<file path="config.mk">
export PLATFORM = sky130hd
export DESIGN_NAME = sprite_blit_engine
export DESIGN_NICKNAME = d
export VERILOG_FILES = /design/src/rtl/sprite_blit_engine.sv
export SDC_FILE = /design/constraint.sdc
export NUM_CORES = 1
export LEC_CHECK = 0
export ABC_AREA = 1
export CAP_MARGIN = 0
export CORE_MARGIN = 2
export CORE_UTILIZATION = 52
export CTS_CLUSTER_DIAMETER = 100
export CTS_CLUSTER_SIZE = 25
export DETAILED_ROUTE_END_ITERATION = 16
export HOLD_SLACK_MARGIN = 0.08
export PLACE_DENSITY = 0.82
export SYNTH_ARGS = -nofsm -noshare
export SYNTH_HDL_FRONTEND = slang
export SYNTH_SLANG_ARGS = --single-unit
</file>
<file path="constraint.sdc">
create_clock -name clk -period 2.2 [get_ports clk]
set_clock_uncertainty 0.05 [all_clocks]
set_input_delay 0.22 -clock clk [delete_from_list [all_inputs] [get_ports clk]]
set_output_delay 0.22 -clock clk [all_outputs]
set_load 0.03 [all_outputs]
</file>
<file path="src/rtl/sprite_blit_engine.sv">
// rtl/sprite_blit_engine.sv - sprite copy engine: streams a ROM rectangle into the frame writer
//
// Purpose: on execute, latch a sprite job and issue one ROM address per
// cycle (row-major). One cycle later, emit a clipped, colour-keyed pixel
// write to the SRAM controller's program port.
// Ports:
//   clk, reset_n                    clock, synchronous active-low reset
//   execute                         job start request (level)
//   src_base, width, height         sprite location in ROM and size (0 = empty job)
//   dest_x, dest_y                  signed screen position of texel (0,0)
//   key_en, key_color               transparent-colour keying
//   src_addr / src_data             ROM read port (1-cycle read latency)
//   program_x/y/data/write          pixel write strobe and payload
//   busy, done                      job status
module sprite_blit_engine #(
  parameter int ADDR_W   = 18,
  parameter int SCREEN_W = 640,
  parameter int SCREEN_H = 480
) (
  input  logic              clk,
  input  logic              reset_n,
  input  logic              execute,
  input  logic [ADDR_W-1:0] src_base,
  input  logic [9:0]        width,
  input  logic [9:0]        height,
  input  logic [10:0]       dest_x,
  input  logic [10:0]       dest_y,
  input  logic              key_en,
  input  logic [15:0]       key_color,
  output logic [ADDR_W-1:0] src_addr,
  input  logic [15:0]       src_data,
  output logic [9:0]        program_x,
  output logic [9:0]        program_y,
  output logic [15:0]       program_data,
  output logic              program_write,
  output logic              busy,
  output logic              done
);

  localparam logic [1:0] S_IDLE  = 2'd0;
  localparam logic [1:0] S_COPY  = 2'd1;
  localparam logic [1:0] S_DRAIN = 2'd2;
  localparam logic [1:0] S_DONE  = 2'd3;

  localparam logic [11:0] SW = 12'(SCREEN_W);
  localparam logic [11:0] SH = 12'(SCREEN_H);

  logic [1:0]  state;
  logic [9:0]  width_q, height_q;
  logic [10:0] dest_x_q, dest_y_q;
  logic        key_en_q;
  logic [15:0] key_color_q;
  logic [9:0]  col, row;

  // Write-stage registers: the texel whose ROM data arrives this cycle.
  logic        wvalid;
  logic [9:0]  wcol, wrow;

  always_ff @(posedge clk) begin
    if (!reset_n) begin
      state       <= S_IDLE;
      src_addr    <= '0;
      width_q     <= '0;
      height_q    <= '0;
      dest_x_q    <= '0;
      dest_y_q    <= '0;
      key_en_q    <= 1'b0;
      key_color_q <= '0;
      col         <= '0;
      row         <= '0;
      wvalid      <= 1'b0;
      wcol        <= '0;
      wrow        <= '0;
    end else begin
      case (state)
        S_IDLE: begin
          wvalid <= 1'b0;
          if (execute) begin
            width_q     <= width;
            height_q    <= height;
            dest_x_q    <= dest_x;
            dest_y_q    <= dest_y;
            key_en_q    <= key_en;
            key_color_q <= key_color;
            col         <= '0;
            row         <= '0;
            src_addr    <= src_base;
            state       <= (width == 10'd0 || height == 10'd0) ? S_DONE : S_COPY;
          end
        end
        S_COPY: begin
          wvalid   <= 1'b1;
          wcol     <= col;
          wrow     <= row;
          // Running address counter; wraps naturally at 2^ADDR_W.
          src_addr <= src_addr + ADDR_W'(1);
          if (col == width_q - 10'd1) begin
            col <= '0;
            if (row == height_q - 10'd1) begin
              state <= S_DRAIN;
            end else begin
              row <= row + 10'd1;
            end
          end else begin
            col <= col + 10'd1;
          end
        end
        S_DRAIN: begin
          wvalid <= 1'b0;
          state  <= S_DONE;
        end
        default: begin
          wvalid <= 1'b0;
          // Level-sensitive start: require execute to drop before re-arming.
          if (!execute) state <= S_IDLE;
        end
      endcase
    end
  end

  // Screen coordinates in 12-bit two's complement; bit 11 set means negative.
  logic [11:0] sx, sy;
  logic        active, on_screen, keyed;

  always_comb begin
    sx        = {dest_x_q[10], dest_x_q} + {2'b00, wcol};
    sy        = {dest_y_q[10], dest_y_q} + {2'b00, wrow};
    active    = wvalid && (state == S_COPY || state == S_DRAIN);
    on_screen = !sx[11] && (sx < SW) && !sy[11] && (sy < SH);
    keyed     = key_en_q && (src_data == key_color_q);
  end

  assign program_write = active && on_screen && !keyed;
  assign program_x     = active ? sx[9:0] : 10'd0;
  assign program_y     = active ? sy[9:0] : 10'd0;
  assign program_data  = active ? src_data : 16'd0;
  assign busy          = (state == S_COPY) || (state == S_DRAIN);
  assign done          = (state == S_DONE);

endmodule
</file>
==> results.tsv <==
stage	metric	value	unit
drt	initial DRC count	887	
cells_and_area	layout cells sized above 1	20.9	%
synthesis	post-synthesis net count	1211	
floorplanning	Row Count	42	
drt	Avg WL per Cell	16.1	µm
setup_path	Worst R2R Path Depth	14	
cts	CTS tree	done	
run_status	status	finished, violations left	
cts	CTS Buf Count	17	
power	maximum VDD drop	0.739	mV
synthesis	most used flip-flop cell after synthesis	dfxtp_1	
cells_and_area	Area Growth Syn to Fin	43.9	%
synthesis	XOR/XNOR Fraction of Synth Area	5.52	%
synthesis	top cell type by total area after synthesis	dfxtp_1	
setup_path	crit path DAT	2.47	ns
synthesis	#FFs+latches synth	120	
global_routing	largest net degree at the start of global routing	81	
drt	DRT Pass-1 Iters	5	
setup_path	reg2reg start	height_q[0]	
placed_design	HPWL Detailed	14200	µm
floorplanning	Die Span Y	121	µm
cts	clock slew seen by the registers of the worst setup and hold paths	0.06	ns
global_routing	first-pass GRT wire length	35600	µm
timing	Min Hold Slack	0.0973	ns
global_routing	Overflow after GRT	0	
synthesis	largest family of logic cells by synthesized area	simple AND/OR/NAND/NOR gates	
timing	Fin Setup TNS	-3.43	ns
placed_design	port buffer count	152	
timing	RSZ-0062 raised after global routing	yes	
synthesis	Commonest cells post-synth	nor2_1, nand2_1, dfxtp_1, o21ai_0, inv_1	
synthesis	share of the synthesized area in the top cell type	33.6	%
cts	clk sink count	120	
drt	routed vias/inst	5.60	
global_routing	vias in the first global route	7497	
synthesis	Post-Synthesis Cell Area	7140	µm²
timing	Final Setup Violations	15	
flow_run	Max Cap Violations	0	
synthesis	top cells by area in the synthesized netlist	dfxtp_1, nor2_1, nand2_1, o21ai_0, a21oi_1	
placed_design	Setup WS pre-CTS	-0.159	ns
power	pwr dens	1190	nW/µm²
cts	CTS Buffer Depth	2	
setup_path	CP startpoint kind	flop	
floorplanning	Starting Density	53.5	%
power	leak pwr	4.38	nW
timing	Final period util	124	%
cells_and_area	antenna cells	0	
floorplanning	die area	14700	µm²
synthesis	Post-synth ARST share	0	%
global_routing	antenna violations before repair	0	
timing	Setup WS post-layout	-0.537	ns
setup_path	critical path fanouts, max	3	
placed_design	placed insts	1402	
drt	DRC errors left	0	
synthesis	Synth Warn #	0	
setup_path	CP endpoint	program_write	
setup_path	Worst Setup SP	dest_y_q[6]	
placed_design	RD Place Congestion	0.939	
timing	Fmax	365	MHz
cts	# hold bufs at CTS	0	
synthesis	Netlist cell types	41	
drt	total number of vias	8168	
global_routing	total track usage	30.5	%
synthesis	register area share after synthesis	33.6	%
hold_path	Min-Delay Path Class	input port to flop	
cells_and_area	Post-Layout Cell Count	1458	
setup_path	Reg2Reg Setup Slack	0.12	ns
cts	number of H-tree levels	4	
cells_and_area	layout net count	1397	
setup_path	Crit Path Class	flop to output port	
timing	final hold vios	0	
synthesis	post-synthesis compound-gate area fraction	17.3	%
synthesis	count leader, synth	nor2_1	
floorplanning	# IOs	153	
timing	Max Slew Vio Count	0	
timing	max_slew headroom	47.8	%
synthesis	Syn Inst Count	1083	
floorplanning	Die X	121	µm
synthesis	Mean Syn Cell Area	6.60	µm²
timing	Slew @ Worst Pin	0.783	ns
drt	remaining antenna violation count	0	
drt	final WL	23400	µm
floorplanning	Core ar.	13300	µm²
cts	clk_lat worst skew	0.43	ns
timing	Min Clock Period, post-route	2.74	ns
power	total power	0.0122	W
run_status	failing checks	negative setup slack	
synthesis	post-synthesis mux area share	0	%
setup_path	FF-to-FF End	row[5]	
setup_path	CP Data Required Time	1.93	ns
synthesis	Synth Area in Simple Gates	29.2	%
synthesis	Post-synth EDFFs	0	
setup_path	Setup crit end kind	output port	
synthesis	Synth Area in Adders	5.82	%
cts	CTS root buf	clkbuf_16	
-- sequential cells by signal (all words and copies together) (netlist names) --
| signal | cells |
|---|---|
| src_addr | 18 |
| width_q | 10 |
| wrow | 10 |
| height_q | 10 |
| col | 10 |
| dest_y_q | 11 |
| row | 10 |
| wcol | 10 |
| state | 2 |
| key_color_q | 16 |
| key_en_q | 1 |
| wvalid | 1 |
| dest_x_q | 11 |
-- cell type report --
| cell class | count | area (µm²) |
|---|---|---|
| Sequential cell | 120 | 2440 |
| Timing Repair Buffer | 211 | 1940 |
| Clock inverter | 14 | 129 |
| Fill cell | 917 | 3070 |
| Inverter | 113 | 427 |
| Clock buffer | 18 | 439 |
| Multi-Input combinational cell | 806 | 4690 |
| Tap cell | 176 | 220 |
-- worst min-delay path by stage --
stage | from | to | slack (ns) | cells after the start
3_3_place_gp | dest_y_q[10] | dest_y_q[10] | 0.41 | 2
6_report | reset_n | height_q[6] | 0.1 | 3
4_1_cts | reset_n | src_addr[1] | 0.08 | 3
2_1_floorplan | src_base[1] | src_addr[1] | 0.33 | 2
5_1_grt | reset_n | src_addr[1] | 0.09 | 3
3_5_place_dp | key_color_q[9] | key_color_q[9] | 0.41 | 2
-- cells by family (layout without fill, tap and decap cells) --
group           after synthesis  in the layout
simple gates                498            498
compound gates              231            231
buf+inv                     157            356
flops                       120            120
xor+xnor                     45             45
fa+ha+maj                    32             32
-- repair_timing --
action | CTS | global route
buffers inserted | 24 | 16
pin swaps | 33 | 42
setup endpoints to repair | 33 | 42
gates resized for setup | 89 | 85
-- worst max-delay path, stage by stage, from the launching register on --
cell      delay [ns]
dfxtp_1         0.37
ha_4            0.22
inv_2           0.11
o21bai_1        0.09
a31oi_1         0.27
nand2_2         0.12
nand2_1         0.10
nand2_2         0.07
xor2_2          0.16
nor2_1          0.16
nand3_2         0.13
nor2_4          0.12
buf_6           0.13
-- stage by stage --
| step | util, % | cell area [µm²] |
|---|---|---|
| floorplan | - | 7150 |
| global placement | 66.6 | 8890 |
| detailed placement | 66.6 | 8890 |
| CTS | 74.3 | 9910 |
| global route | 77.0 | 10300 |
| finish | 77.0 | 10300 |
-- layout by cell type (no fill, tap or decap), types with 3 or more instances in the layout --
| master | n |
|---|---|
| buf_4 | 79 |
| nor2_2 | 10 |
| nor3_1 | 11 |
| nand3_2 | 8 |
| o21ai_2 | 4 |
| ha_4 | 16 |
| clkinv_4 | 3 |
| o21bai_1 | 4 |
| nand3_1 | 46 |
| clkinvlp_4 | 9 |
| dfxtp_2 | 26 |
| dfxtp_1 | 93 |
| a21oi_2 | 11 |
| buf_6 | 14 |
| nand3b_1 | 3 |
| inv_1 | 94 |
| clkbuf_16 | 17 |
| nand2_4 | 5 |
| o21ai_0 | 103 |
| nand4_1 | 16 |
| a221oi_1 | 5 |
| ha_1 | 13 |
| xnor2_1 | 4 |
| nand2_1 | 160 |
| nand2_2 | 15 |
| a21oi_1 | 78 |
| nor4_1 | 5 |
| o21ai_1 | 4 |
| nor2_4 | 7 |
| nor2_1 | 201 |
| nor3_4 | 3 |
| inv_2 | 16 |
| clkdlybuf4s50_1 | 113 |
| xor2_1 | 37 |
| a31oi_1 | 4 |
-- power breakdown --
part           switching, W  total (W)  leakage, nW  internal, W
combinational       0.00380    0.00623         3.14      0.00242
sequential         0.000536    0.00332        0.997      0.00278
clock               0.00108    0.00266        0.248      0.00158
-- metal layers --
metal	global-route usage (%)	wire [µm]
met1	37.2	9540
met2	52.7	11600
met3	5.69	1450
met4	12.6	853
met5	0	0
No activity file was read; power rests on OpenSTA's default activity.
